--- config.mk ---
export PLATFORM = sky130hd
export DESIGN_NAME = adc_capture_ctrl
export DESIGN_NICKNAME = d
export VERILOG_FILES = /design/src/rtl/adc_capture_ctrl_pkg.sv /design/src/rtl/adc_capture_ctrl_gpio_shift_reg.sv /design/src/rtl/adc_capture_ctrl.sv
export SDC_FILE = /design/constraint.sdc
export NUM_CORES = 1
export LEC_CHECK = 0
export CAP_MARGIN = 40
export CORE_MARGIN = 2
export CORE_UTILIZATION = 45
export DETAILED_ROUTE_END_ITERATION = 8
export HOLD_SLACK_MARGIN = 0.05
export PLACE_DENSITY_LB_ADDON = 0.1
export REMOVE_ABC_BUFFERS = 1
export SETUP_SLACK_MARGIN = 0.05
export SYNTH_ARGS = -nofsm -noshare
export SYNTH_HDL_FRONTEND = slang
export SYNTH_SLANG_ARGS = --single-unit
--- constraint.sdc ---
create_clock -name clk -period 2.5 [get_ports clk]
set_clock_uncertainty 0.1 [all_clocks]
set_input_delay 0.375 -clock clk [delete_from_list [all_inputs] [get_ports clk]]
set_output_delay 0.375 -clock clk [all_outputs]
set_load 0.1 [all_outputs]
--- src/rtl/adc_capture_ctrl_pkg.sv ---
// rfsoc_config: shared constants for the RFSoC converter channels.
// Holds gpio_ctrl bit indices, the capture FSM state type and width defaults.
package rfsoc_config;

    localparam int DATA_W_DEF  = 256;
    localparam int COUNT_W_DEF = 32;
    localparam int GPIO_W_DEF  = 16;

    // gpio_ctrl serial bus bit positions
    localparam int SDATA_BIT     = 0;
    localparam int MASK_CLK_BIT  = 1;
    localparam int COUNT_CLK_BIT = 2;

    typedef enum logic [1:0] {
        ST_IDLE    = 2'd0,
        ST_CAPTURE = 2'd1,
        ST_DONE    = 2'd2
    } state_t;

endpackage

--- src/rtl/adc_capture_ctrl_gpio_shift_reg.sv ---
// gpio_shift_reg: W-bit config register loaded bit-serially from gpio_ctrl.
// Ports: clk, rst, strobe (shift clock bit), sdata, select_in -> q.
import rfsoc_config::*;

module gpio_shift_reg #(
    parameter int W = 32
) (
    input  logic         clk,
    input  logic         rst,
    input  logic         strobe,
    input  logic         sdata,
    input  logic         select_in,
    output logic [W-1:0] q
);

    logic strobe_q;
    logic shift_en;

    // rising edge of the registered strobe, qualified by channel select
    assign shift_en = strobe & ~strobe_q & select_in;

    always_ff @(posedge clk) begin
        if (rst) begin
            strobe_q <= 1'b0;
            q        <= '0;
        end else begin
            strobe_q <= strobe;
            if (shift_en)
                q <= {q[W-2:0], sdata};
        end
    end

endmodule

--- src/rtl/adc_capture_ctrl.sv ---
// adc_capture_ctrl: triggered capture of a programmed number of ADC words
// into the capture FIFO, with sample-granular masking of first/last words.
// Ports: clk, rst, s_axis_* (ADC in), m_axis_* (FIFO out), gpio_ctrl,
// select_in, trigger_in, busy, overflow.
// Optional: ADC_CAPTURE_RETRIGGER_EN lets a trigger restart a capture.
import rfsoc_config::*;

module adc_capture_ctrl #(
    parameter int DATA_W  = DATA_W_DEF,
    parameter int COUNT_W = COUNT_W_DEF,
    parameter int GPIO_W  = GPIO_W_DEF
) (
    input  logic              clk,
    input  logic              rst,
    input  logic [DATA_W-1:0] s_axis_tdata,
    input  logic              s_axis_tvalid,
    output logic              s_axis_tready,
    output logic [DATA_W-1:0] m_axis_tdata,
    output logic              m_axis_tvalid,
    output logic              m_axis_tlast,
    input  logic              m_axis_tready,
    input  logic [GPIO_W-1:0] gpio_ctrl,
    input  logic              select_in,
    input  logic              trigger_in,
    output logic              busy,
    output logic              overflow
);

    logic [DATA_W-1:0]  mask_q;
    logic [COUNT_W-1:0] count_q;
    logic [COUNT_W-1:0] remaining;
    logic               first;
    state_t             state;

    logic              accept;
    logic              retrig;
    logic              is_last;
    logic [DATA_W-1:0] word_out;

    gpio_shift_reg #(
        .W (DATA_W)
    ) u_mask (
        .clk       (clk),
        .rst       (rst),
        .strobe    (gpio_ctrl[MASK_CLK_BIT]),
        .sdata     (gpio_ctrl[SDATA_BIT]),
        .select_in (select_in),
        .q         (mask_q)
    );

    gpio_shift_reg #(
        .W (COUNT_W)
    ) u_count (
        .clk       (clk),
        .rst       (rst),
        .strobe    (gpio_ctrl[COUNT_CLK_BIT]),
        .sdata     (gpio_ctrl[SDATA_BIT]),
        .select_in (select_in),
        .q         (count_q)
    );

    // the ADC cannot be back-pressured
    assign s_axis_tready = 1'b1;

    assign busy   = (state != ST_IDLE);
    assign accept = (state == ST_CAPTURE) && s_axis_tvalid;

`ifdef ADC_CAPTURE_RETRIGGER_EN
    assign retrig = (state == ST_CAPTURE) && trigger_in;
`else
    assign retrig = 1'b0;
`endif

    // a retrigger closes the running record on the current word
    assign is_last = (remaining == COUNT_W'(1)) || retrig;

    always_comb begin
        word_out = s_axis_tdata;
        if (first)
            word_out = word_out & mask_q;
        if (is_last)
            word_out = word_out & ~mask_q;
    end

    always_ff @(posedge clk) begin
        if (rst) begin
            state         <= ST_IDLE;
            remaining     <= '0;
            first         <= 1'b0;
            overflow      <= 1'b0;
            m_axis_tdata  <= '0;
            m_axis_tvalid <= 1'b0;
            m_axis_tlast  <= 1'b0;
        end else begin
            m_axis_tvalid <= accept;
            m_axis_tlast  <= accept && is_last;
            if (accept)
                m_axis_tdata <= word_out;

            // word presented for one cycle only; FIFO not ready drops it
            if (m_axis_tvalid && !m_axis_tready)
                overflow <= 1'b1;

            unique case (state)
                ST_IDLE: begin
                    if (trigger_in && count_q != '0) begin
                        remaining <= count_q;
                        first     <= 1'b1;
                        overflow  <= 1'b0;
                        state     <= ST_CAPTURE;
                    end
                end
                ST_CAPTURE: begin
                    if (retrig) begin
                        if (count_q != '0) begin
                            remaining <= count_q;
                            first     <= 1'b1;
                        end else begin
                            state <= ST_DONE;
                        end
                    end else if (accept) begin
                        remaining <= remaining - COUNT_W'(1);
                        first     <= 1'b0;
                        if (remaining == COUNT_W'(1))
                            state <= ST_DONE;
                    end
                end
                ST_DONE: begin
                    state <= ST_IDLE;
                end
                default: begin
                    state <= ST_IDLE;
                end
            endcase
        end
    end

endmodule

# After elaboration in Yosys (flattened, before gate mapping)
# Index checks and enable logic that the tools add are counted.
[totals]
register_bits = 584
latch_bits = 0
romBits = 0
out_inout_bits = 261
ram_bits = 0
mem_count = 0
inputBits = 278
[op_classes]
n_div = 0
n_reduce_logical = 11
n_addsub = 1
mux = 15
n_eq_ne = 5
n_mul = 0
n_shift = 0
n_lt_le_gt_ge = 0
bitwise = 9
[ops]
columns = ["cell", "n"]
rows = [
  ["AND 256 bit", 2],
  ["2-to-1 mux 256 bit", 2],
  ["NOT 256 bit", 1],
  ["2-to-1 mux 32 bit", 2],
  ["case mux 32 bit (2 select lines)", 1],
  ["== test 32 x 1 -> 1 bit, second input constant", 1],
  ["nonzero test 32 bit", 1],
  ["subtractor 32 x 1 -> 32 bit, second input constant", 1],
  ["2-to-1 mux 2 bit", 3],
  ["inequality test 2 bit, second input constant", 3],
  ["AND reduction 3 bit", 2],
  ["2-to-1 mux 1 bit", 5],
  ["AND 1 bit", 4],
  ["logical AND 1 bit", 4],
  ["case mux 2 bit (2 select lines)", 1],
  ["nonzero test 2 bit", 2],
  ["== test 2 x 1 -> 1 bit, second input constant", 1],
  ["zero test 2 bit", 1],
  ["NOT 1 bit", 2],
  ["case mux 1 bit (2 select lines)", 1],
  ["zero test 1 bit", 1],
]

# Longest topological paths before layout
# Gate-level depths: netlist of run 1.
[depth]
word_depth = 5
depth_mapped = 8
mapped_depth_nobuf = 7

# Hierarchy
# From an unflattened synthesis of run 1, not the netlist that was laid out.
[hier_totals]
cells_unflattened = 2166
area_unflattened_um2 = 24218.2
[modules_own_cells]
columns = ["mod", "instances", "cells_per_inst", "seq_area_each_um2", "area_per_inst_um2"]
rows = [
  ["adc_capture_ctrl", 1, 1228, 5885.6, 13252.7],
  ["gpio_shift_reg at u_mask", 1, 830, 5144.9, 9673.0],
  ["gpio_shift_reg at u_count", 1, 108, 660.6, 1292.5],
]

# Least setup slack after synthesis of run 1
# No wires, ideal clock.
[synth_path]
path_kind = "register to register"
startpoint = "register remaining[15]"
endpoint = "register m_axis_tdata[170]"
setup_time_ns = 0.119
t_arrival_ns = 2.475
setup_slack_ns = -0.193
t_required_ns = 2.281
stages_incl_launch_ff = 9
path_cell_list = "dfxtp_1 or4_4 or4_1 clkbuf_1 nor3_4 buf_2 buf_4 mux2i_1 a32o_1"
[synth_via]
elab_chain_len = 2
[synth_lines]
columns = ["element", "line", "source"]
rows = [
  ["start: declaration", "adc_capture_ctrl.sv:31", "logic [COUNT_W-1:0] remaining;"],
  ["start signal: assignment", "adc_capture_ctrl.sv:107", "remaining <= count_q;"],
  ["start signal: assignment", "adc_capture_ctrl.sv:116", "remaining <= count_q;"],
  ["start signal: assignment", "adc_capture_ctrl.sv:122", "remaining <= remaining - COUNT_W'(1);"],
  ["== test 32 x 1 -> 1 bit", "adc_capture_ctrl.sv:75", "assign is_last = (remaining == COUNT_W'(1)) || retrig;"],
  ["2-to-1 mux 256 bit", "adc_capture_ctrl.sv:81", "if (is_last)"],
  ["end signal: assignment", "adc_capture_ctrl.sv:98", "m_axis_tdata <= word_out;"],
  ["end: declaration", "adc_capture_ctrl.sv:18", "output logic [DATA_W-1:0] m_axis_tdata,"],
]
# No other way between the ends.
# A chain may end at the register's enable or synchronous reset.

# Worst setup path after layout of run 1
[layout_path]
startpoint = "register remaining[15]"
endpoint = "register m_axis_tdata[119]"
# Same word-level chain as after synthesis.

==> results of run 1 <==
power groups by stage:
stage          registers (mW)  logic (mW)  clock network, mW
6_report                 9.41        1.99               8.82
5_1_grt                  9.41        2.08               9.41
4_1_cts                  9.41        1.95               9.01
3_5_place_dp             9.61        1.90                  0
3_3_place_gp             9.61        1.89                  0
2_1_floorplan            10.0       0.489                  0
logic make-up after synthesis:
logic type      after synthesis  synth area share [%]
simple gates                727                  12.8
compound gates              664                  20.9
flops                       584                  50.8
mux                         257                  11.2
buf+inv                     248                  4.22
fa+ha+maj                     2                 0.109
other cells                   1                0.0163
state kept, by name, indices dropped and copies added, names as in the netlist:
register and count:
m_axis_tvalid 1, u_count.q 32, state 2, m_axis_tlast 1, u_mask.strobe_q 1, u_mask.q 256, u_count.strobe_q 1, overflow 1
remaining 32, m_axis_tdata 256, first 1
repair_timing:
| item | in CTS | in global routing |
|---|---|---|
| resized for setup | 23 | 26 |
| pin swaps | 20 | 10 |
| buffers inserted | 7 | 6 |
| endpoints found under the setup margin | 261 | 269 |
| hold buffers | 1 | 0 |
| cloned | 4 | 5 |
| hold endpoints to repair | 35 | 0 |
worst max-delay path, cell delays in order, from the launching register on:
cell	delay, ns
dfxtp_2	0.32
or4_4	0.53
or4_4	0.53
nor3_4	0.21
buf_6	0.15
buf_12	0.18
clkbuf_16	0.21
mux2i_1	0.10
a32o_1	0.28
per-stage QoR:
step	area (sq um)	util, %
global placement	28800	57.3
global route	31300	62.2
detailed placement	28800	57.3
floorplan	22100	-
finish	31300	62.2
CTS	31000	61.7
final cells by class:
class / count / area (sq um) / share of cell area [%]
Timing Repair Buffer: 657 / 6260 / 20.0
Tap cell: 672 / 841 / 2.69
Sequential cell: 584 / 11700 / 37.4
Clock buffer: 89 / 1800 / 5.76
Multi-Input combinational cell: 1651 / 10500 / 33.6
Inverter: 9 / 33.8 / 0.108
Clock inverter: 17 / 141 / 0.452
synthesized netlist by cell type, types with 7 or more instances:
cell,instances
buf_1,26
nor2_1,26
inv_1,9
a22oi_1,9
a32o_1,259
dfxtp_1,584
o32ai_1,23
nor4_1,14
and2_1,7
o21ai_0,9
mux2i_1,257
a31oi_1,11
nor3_1,19
nand3_1,8
buf_2,21
nand2_1,618
clkbuf_1,188
a21oi_1,334
how the worst max path moves through the flow:
stage                                           to  slack (ns)  cells after the start
CTS                  m_axis_tdata[14]$_SDFFE_PP0P_       -0.23                      8
floorplan                 m_axis_tvalid$_SDFF_PP0_       -8.60                      3
global route        m_axis_tdata[153]$_SDFFE_PP0P_       -0.31                      8
finish              m_axis_tdata[119]$_SDFFE_PP0P_       -0.28                      8
global placement     m_axis_tdata[66]$_SDFFE_PP0P_       -0.27                      7
detailed placement   m_axis_tdata[66]$_SDFFE_PP0P_       -0.31                      7
layer usage:
metal / vias up / wire length (um) / track usage [%]
met5: - / 16 / 0
met4: 2 / 1450 / 6.41
met3: 109 / 4490 / 4.71
met2: 707 / 34900 / 43.0
met1: 10194 / 31500 / 34.1
li1: 9924 / - / -
==> run metrics, run 1 <==
Initial Utilization=45.8%; routability cong.=0.814; reg2reg path depth=8; Final setup viols=255; total power=20.2 mW; sequential share of power=46.5%; violated checks=negative setup slack; total wire length=72,400 um; total congestion overflow=0; vias per inst=5.69; Worst Hold End=u_count.strobe_q$_SDFF_PP0_; core footprint=0.0503 sq mm; Hold Crit Start=gpio_ctrl[2]; hold slack=0.246 ns; CP required=2.89 ns; flop2flop setup slack=-0.28 ns; Hold Path Cell Cnt=2; worst-path maximum fanout=16; final hold violations=0; Yosys top cell area share=50.8%; critical setup path kind=reg -> reg; switching share of power=24.4%; Residual DRC=0; largest net degree at the start of global routing=167; FP Rows=82; clk sinks=584; root buffer cell=clkbuf_16; Avg Inst Size Synth=9.27 sq um; initial antenna violation count=1; clk_lat worst skew=0.61 ns; Pre-Repair DR Iteration Count=7; CP endpoint kind=register; Iter 0 DRT Violations=1,502; internal power=15.3 mW; Lkg Pwr=10.8 nW; Ys Warns=0; max-slew violation count=0; commonest non-fill, non-tap cell in the layout=nand2_1; Fillers=4,261; routed len/inst=19.7 um; ys async rst share=0%; most frequent cells in the layout=nand2_1, dfxtp_1, buf_4, a21oi_1, clkdlybuf4s50_1; RR Startpoint=remaining[15]$_SDFFE_PP0P_; Setup TNS=-50.20 ns; Yosys top cell by area=dfxtp_1; library cells used by synthesis=50; status=complete, but fails checks; Worst-path clk slew=0.06 ns; Post-Syn Instances=2,483; Die W=230 um; RSZ-0062 raised after global routing=true; Top FF cell, synth=dfxtp_1; Synth area leaders=dfxtp_1, a32o_1, mux2i_1; Syn-to-layout area delta=35.9%; TritonCTS buffer count=59; Max rail drop VDD=578 uV; all-layer global routing usage=25.6%; CP Launch Point=remaining[15]$_SDFFE_PP0P_; diode count=0; CTS Buffer Depth=3; sequential fraction of the synthesis area=50.8%; Slew HR=44.3%; number of global-route vias before repair=19,938; Netlist Area Pre-Place=0.0230 sq mm; Final Instance Count excl. Fillers=3,679; Clk network pwr share=43.6%; Ports=539; Least-Margin Pin Slew=0.834 ns; Power Dens Cells=646 mW/mm^2; dpl cells=3,552; global-route wire length before repair=110,000 um; EDFF count, synth=0; DPL Wire Length=48,000 um; NetSw=4.94 mW; RR Endpoint=m_axis_tdata[119]$_SDFFE_PP0P_; Die ar.=0.0530 sq mm; H-tree depth=2; Worst Slack Setup Final=-0.276 ns; DRT antenna net count=0; period utilization=111%; nets=3,242; Die H=230 um; Hold WC Path Type=in -> reg; Vias=20,936; Final min period=2.78 ns; Yosys reg bits=584; max_cap viols=0; Max Fclk=360 MHz; CTS tree=yes; share of layout cells above drive strength 1=17.6%; PortBufs=524; dpl ws=-0.314 ns; Gate power share=9.8%; Worst setup SP type=register; WP data arrival=3.17 ns
No activity file was read; power rests on OpenSTA's default activity.
==> run 2, diff against run 1 <==
- CORE_UTILIZATION: 45 -> 47
- CTS_BUF_LIST: default -> sky130_fd_sc_hd__clkbuf_8
==> run 2 against run 1 <==
  * The run still ends with negative setup slack left
  * Register-to-register slack gained 0.06 ns
  * Worst hold slack lost 0.058 ns
  * Combinational power is essentially flat
  * Die area shrank 4.2%
  * Count of clock-buffer cells in the layout grew 30
  * Design area shrank 1.0%
  * Critical endpoint is now m_axis_tdata[187]$_SDFFE_PP0P_
  * Largest power group unchanged
==> run metrics, run 2 (synthesis gave the netlist of run 1 again) <==
Worst Slack Setup Final=-0.218 ns (+0.0575 ns); flop2flop setup slack=-0.22 ns (+0.06 ns); Slew HR=56.0% (+12 points); Vias=20,911 (-0.12%); Residual DRC=0 (unchanged); vias per inst=5.71 (+0.29%); CP endpoint kind=register; Max rail drop VDD=431 uV (-25%); root buffer cell=clkbuf_8; RSZ-0062 raised after global routing=true; initial antenna violation count=2 (+1); period utilization=109% (-2.3 points); core footprint=0.0486 sq mm (-3.2%); CP max-delay cell=or4_4; Die W=225 um (-2.1%); internal power=14.4 mW (-5.9%); sequential share of power=48.7% (+2.2 points); TritonCTS buffer count=96 (+63%); final hold violations=0 (unchanged); hold slack=0.187 ns (-0.0581 ns); Final setup viols=256 (+0.39%); Die ar.=0.0508 sq mm (-4.2%); total wire length=71,900 um (-0.69%); share of layout cells above drive strength 1=17.5% (-0.065 points); Multi-input gate area=0.0105 sq mm (-0.40%); cell family with most CP delay=simple AND/OR/NAND/NOR gates; commonest non-fill, non-tap cell in the layout=nand2_1; PortBufs=524 (unchanged); most used cell along the critical path=or4_4; global-route wire length before repair=108,000 um (-1.7%); clk_lat worst skew=0.68 ns (+0.07 ns); DRT antenna net count=0 (unchanged); NetSw=4.96 mW (+0.51%); Ports=539 (unchanged); top flop regs=m_axis_tdata: 256 flops, u_mask.q: 256 flops; Worst-path clk slew=0.06 ns (about the same); max incr delay on CP=0.53 ns (about the same); DPL Wire Length=47,100 um (-2.0%); routed len/inst=19.6 um (-0.28%); Fillers=4,098 (-3.8%); clk sinks=584 (unchanged); Iter 0 DRT Violations=1,934 (+29%); Least-Margin Pin Slew=0.660 ns (-0.174 ns); Final min period=2.72 ns (-0.0575 ns); nets=3,255 (+0.40%); CP cell instances=or4_4, or4_4, nor3_4, buf_12, buf_6, mux2i_1, a32o_1; FP Rows=81 (-1.2%); Initial Utilization=47.3% (+1.5 points); worst-path maximum fanout=16 (unchanged); sequential cell area=0.0117 sq mm (unchanged); Hold WC Path Type=in -> reg; number of global-route vias before repair=19,920 (-0.090%); Power Dens Cells=625 mW/mm^2 (-3.3%); H-tree depth=3 (+1); Final Cell Area=0.0310 sq mm (-1.0%); Die H=225 um (-2.1%); largest net degree at the start of global routing=136 (-19%); CTS tree=yes; Setup TNS=-35.74 ns (+14.46 ns); Lkg Pwr=10.8 nW (about the same); critical setup path kind=reg -> reg; status=complete, but fails checks; Syn-to-layout area delta=34.5%; all-layer global routing usage=26.7% (+1.0 points); Max Fclk=368 MHz (+2.1%); switching share of power=25.7% (+1.2 points); total power=19.3 mW (-4.3%); Pre-Repair DR Iteration Count=6 (-1); dpl ws=-0.375 ns (-0.0610 ns); violated checks=negative setup slack; max_cap viols=0 (unchanged); Worst setup SP type=register; max-slew violation count=0 (unchanged); Buf/Inv on CP=2 (-1); area of placed instances=0.0286 sq mm (-0.66%); Gate power share=10.2% (+0.4 points); Clk network pwr share=41.2% (-2.4 points); total congestion overflow=0 (unchanged); most frequent cells in the layout=nand2_1, dfxtp_1, a21oi_1, buf_4, clkdlybuf4s50_1; CTS Buffer Depth=3 (unchanged); CP required=2.95 ns (+0.06 ns); routability cong.=0.844 (+3.7%); WP data arrival=3.16 ns (about the same)
## run 2: cell count changes in the layout (fill, tap and decap cells not counted), sizes merged
| cell | change |
|---|---|
| inv | +37 |
| clkbuf | +32 |
| buf | -26 |
| clkinv | -11 |
| clkinvlp | +4 |
| bufinv | -2 |
| diode | +1 |
## run 2: area by class of cell
| cell class | instances | area share, % |
|---|---|---|
| flip-flops and latches | 584 | 37.8 |
| clock inverters | 45 | 0.614 |
| clock buffers | 119 | 5.29 |
| inverters | 9 | 0.109 |
| repair buffers | 633 | 19.9 |
| multi-input cells | 1651 | 33.8 |
| well taps | 622 | 2.51 |
| diodes | 1 | 0.00808 |
## run 2: through the flow
step / cells / utilization, %
after global placement: 3482 / 58.8
after detailed placement: 3482 / 58.8
after global routing: 3663 / 63.6
after CTS: 3656 / 63.1
after floorplan: 2244 / -
final: 3664 / 63.6
## run 2: timing repair
action,CTS,global route
pin swaps,22,32
hold endpoints to repair,10,0
hold buffers,1,0
setup buffers,4,0
resized for setup,24,19
gates cloned,5,7
endpoints found under the setup margin,261,266
## run 2: worst paths after layout
check | cells after the start | from | to
setup / recovery | 7 | remaining[20]$_SDFFE_PP0P_ | m_axis_tdata[187]$_SDFFE_PP0P_
hold / removal | 2 | gpio_ctrl[2] | u_count.strobe_q$_SDFF_PP0_
setup reg to reg | 7 | remaining[20]$_SDFFE_PP0P_ | m_axis_tdata[187]$_SDFFE_PP0P_
hold reg to reg | 1 | m_axis_tdata[95]$_SDFFE_PP0P_ | m_axis_tdata[95]$_SDFFE_PP0P_
## run 2: power groups by stage
stage	Clock, mW	Combinational (mW)	Sequential (mW)
after global placement	0	1.87	9.61
after global routing	8.56	2.06	9.42
after floorplan	0	0.489	10.0
final	7.97	1.97	9.41
after CTS	8.15	1.93	9.41
after detailed placement	0	1.89	9.62
## run 2: routing by layer
metal / routed length (um) / part of all wire (%) / track usage, %
met1: 30500 / 42 / 34.2
met2: 34700 / 48 / 44.6
met3: 5180 / 7.2 / 5.70
met4: 1530 / 2.1 / 8.89
met5: 13 / 0.018 / 0
==> run 3, diff against run 2 <==
- PLACE_DENSITY_LB_ADDON: 0.1 -> 0.12
==> run 3 against run 2 <==
  * Power up 1.2%
  * Utilization up 0.70 points
  * Critical endpoint is now m_axis_tdata[147]$_SDFFE_PP0P_
  * The flow still finishes with violations (negative setup slack)
  * Worst hold slack better by 0.014 ns
  * Count of clock-buffer cells in the layout unchanged
  * Register-to-register slack better by 0.05 ns
  * Global-route usage up 0.24 points
  * Via count up 0.30%
  * Die area unchanged
==> run metrics, run 3 (synthesis gave the netlist of run 1 again) <==
CP required=2.98 ns (+0.03 ns); root buffer cell=clkbuf_8; Max rail drop VDD=467 uV (+8.3%); Worst Slack Setup Final=-0.163 ns (+0.0548 ns); most frequent cells in the layout=nand2_1, dfxtp_1, a21oi_1, buf_4, clkdlybuf4s50_1; Die W=225 um (unchanged); switching share of power=25.7% (+0.073 points); Residual DRC=0 (unchanged); Vias=20,973 (+0.30%); Pre-Repair DR Iteration Count=5 (-1); Max Fclk=375 MHz (+2.1%); total power=19.6 mW (+1.2%); routability cong.=0.879 (+4.1%); Gate power share=10.1% (about the same); Buf/Inv on CP=3 (+1); Initial Utilization=47.3% (unchanged); cell family with most CP delay=simple AND/OR/NAND/NOR gates; Worst setup SP type=register; critical setup path kind=reg -> reg; Final Instance Count excl. Fillers=3,693 (+0.79%); Least-Margin Pin Slew=0.615 ns (-0.0451 ns); Hold WC Path Type=in -> reg; Clk network pwr share=41.8% (+0.6 points); Power Dens Cells=625 mW/mm^2 (about the same); core footprint=0.0486 sq mm (unchanged); all-layer global routing usage=26.9% (+0.24 points); max-slew violation count=0 (unchanged); CTS tree=yes; period utilization=107% (-2.2 points); final hold violations=0 (unchanged); hold slack=0.201 ns (+0.0135 ns); Final min period=2.66 ns (-0.0548 ns); global-route wire length before repair=109,000 um (+0.94%); CTS Buffer Depth=3 (unchanged); Lkg Pwr=10.9 nW (+1.7%); total congestion overflow=0 (unchanged); FP Rows=81 (unchanged); clk_lat worst skew=0.69 ns (about the same); max_cap viols=0 (unchanged); Die ar.=0.0508 sq mm (unchanged); max incr delay on CP=0.53 ns (about the same); H-tree depth=3 (unchanged); total wire length=71,400 um (-0.67%); largest net degree at the start of global routing=115 (-15%); routed len/inst=19.3 um (-1.5%); area of placed instances=0.0288 sq mm (+0.48%); DPL Wire Length=47,900 um (+1.8%); violated checks=negative setup slack; Iter 0 DRT Violations=1,460 (-25%); top flop regs=m_axis_tdata: 256 flops, u_mask.q: 256 flops; DRT antenna net count=0 (unchanged); Die H=225 um (unchanged); CP cell instances=or4_4, or4_4, nor3_4, buf_6, buf_12, buf_12, mux2i_1, a32o_1; initial antenna violation count=5 (+3); dpl cells=3,497 (+0.43%); WL met3=4750 um (-8.4%); NetSw=5.04 mW (+1.5%); Final Cell Area=0.0313 sq mm (+1.1%); PortBufs=524 (unchanged); vias per inst=5.68 (-0.49%); CP endpoint kind=register; TritonCTS buffer count=95 (-1.0%); clk sinks=584 (unchanged); status=complete, but fails checks; top sig layer=met5; Syn-to-layout area delta=36.0%; internal power=14.5 mW (+1.1%); Worst-path clk slew=0.06 ns (about the same); number of global-route vias before repair=20,008 (+0.44%); Slew HR=59.0% (+3.0 points); Met1 Routed Length=31,000 um (+1.7%); Final setup viols=242 (-5.5%); commonest non-fill, non-tap cell in the layout=nand2_1; RSZ-0062 raised after global routing=true; dpl ws=-0.411 ns (-0.0359 ns); CP max-delay cell=or4_4; Ports=539 (unchanged); worst-path maximum fanout=24 (+8); sequential share of power=48.1% (-0.6 points); WP data arrival=3.14 ns (-0.02 ns); metal2 WL=33,800 um (-2.7%); nets=3,273 (+0.55%); share of layout cells above drive strength 1=18.7% (+1.2 points)
-- run 3: layer usage --
| layer | track usage (%) | vias to the layer above |
|---|---|---|
| met5 | 0 | - |
| li1 | - | 10003 |
| met2 | 44.2 | 716 |
| met1 | 35.2 | 10129 |
| met3 | 5.45 | 117 |
| met4 | 9.42 | 8 |
-- run 3: metrics by stage --
step | utilization [%] | TNS (ns)
after floorplan | - | -3040.96
after CTS | 63.7 | -18.77
final | 64.3 | -22.54
after detailed placement | 59.1 | -86.60
after global placement | 59.1 | -70.57
after global routing | 64.3 | -37.09
-- run 3: layout make-up --
class / instances / area, sq um
Antenna cell: 2 / 5.00
Clock buffer: 119 / 1640
Clock inverter: 54 / 255
Fill cell: 4069 / 17300
Inverter: 9 / 33.8
Multi-Input combinational cell: 1651 / 10600
Sequential cell: 584 / 11700
Tap cell: 622 / 778
Timing Repair Buffer: 652 / 6280
-- run 3: repair_timing --
| item | 4_1_cts | 5_1_grt |
|---|---|---|
| endpoints found under the hold margin | 48 | 0 |
| buffers inserted | 7 | 7 |
| endpoints found under the setup margin | 260 | 268 |
| pin swaps | 6 | 43 |
| cloned | 6 | 3 |
| hold buffers | 1 | 0 |
| gates resized for setup | 22 | 52 |
-- run 3: power groups by stage --
stage                     registers (mW)  logic, mW  clock network (mW)
after floorplan                     10.0      0.489                   0
after global placement              9.62       1.87                   0
after detailed placement            9.62       1.88                   0
after CTS                           9.42       1.94                8.37
after global routing                9.42       2.07                8.80
final                               9.42       1.97                8.17
-- run 3: worst paths after layout --
check                             start                             end  slack, ns  depth (start not counted)
max          remaining[15]$_SDFFE_PP0P_  m_axis_tdata[147]$_SDFFE_PP0P_      -0.16                          8
min                        gpio_ctrl[0]       u_count.q[0]$_SDFFE_PP0P_       0.20                          3
max reg2reg  remaining[15]$_SDFFE_PP0P_  m_axis_tdata[147]$_SDFFE_PP0P_      -0.16                          8
min reg2reg  remaining[23]$_SDFFE_PP0P_      remaining[23]$_SDFFE_PP0P_       0.36                          2
-- run 3: worst register-to-register path, cell delays in order, from the launching register on --
cell and delay (ns):
dfxtp_2 0.32, or4_4 0.54, or4_4 0.52, nor3_4 0.16
buf_6 0.17, buf_12 0.17, buf_12 0.19, mux2i_1 0.13
a32o_1 0.28
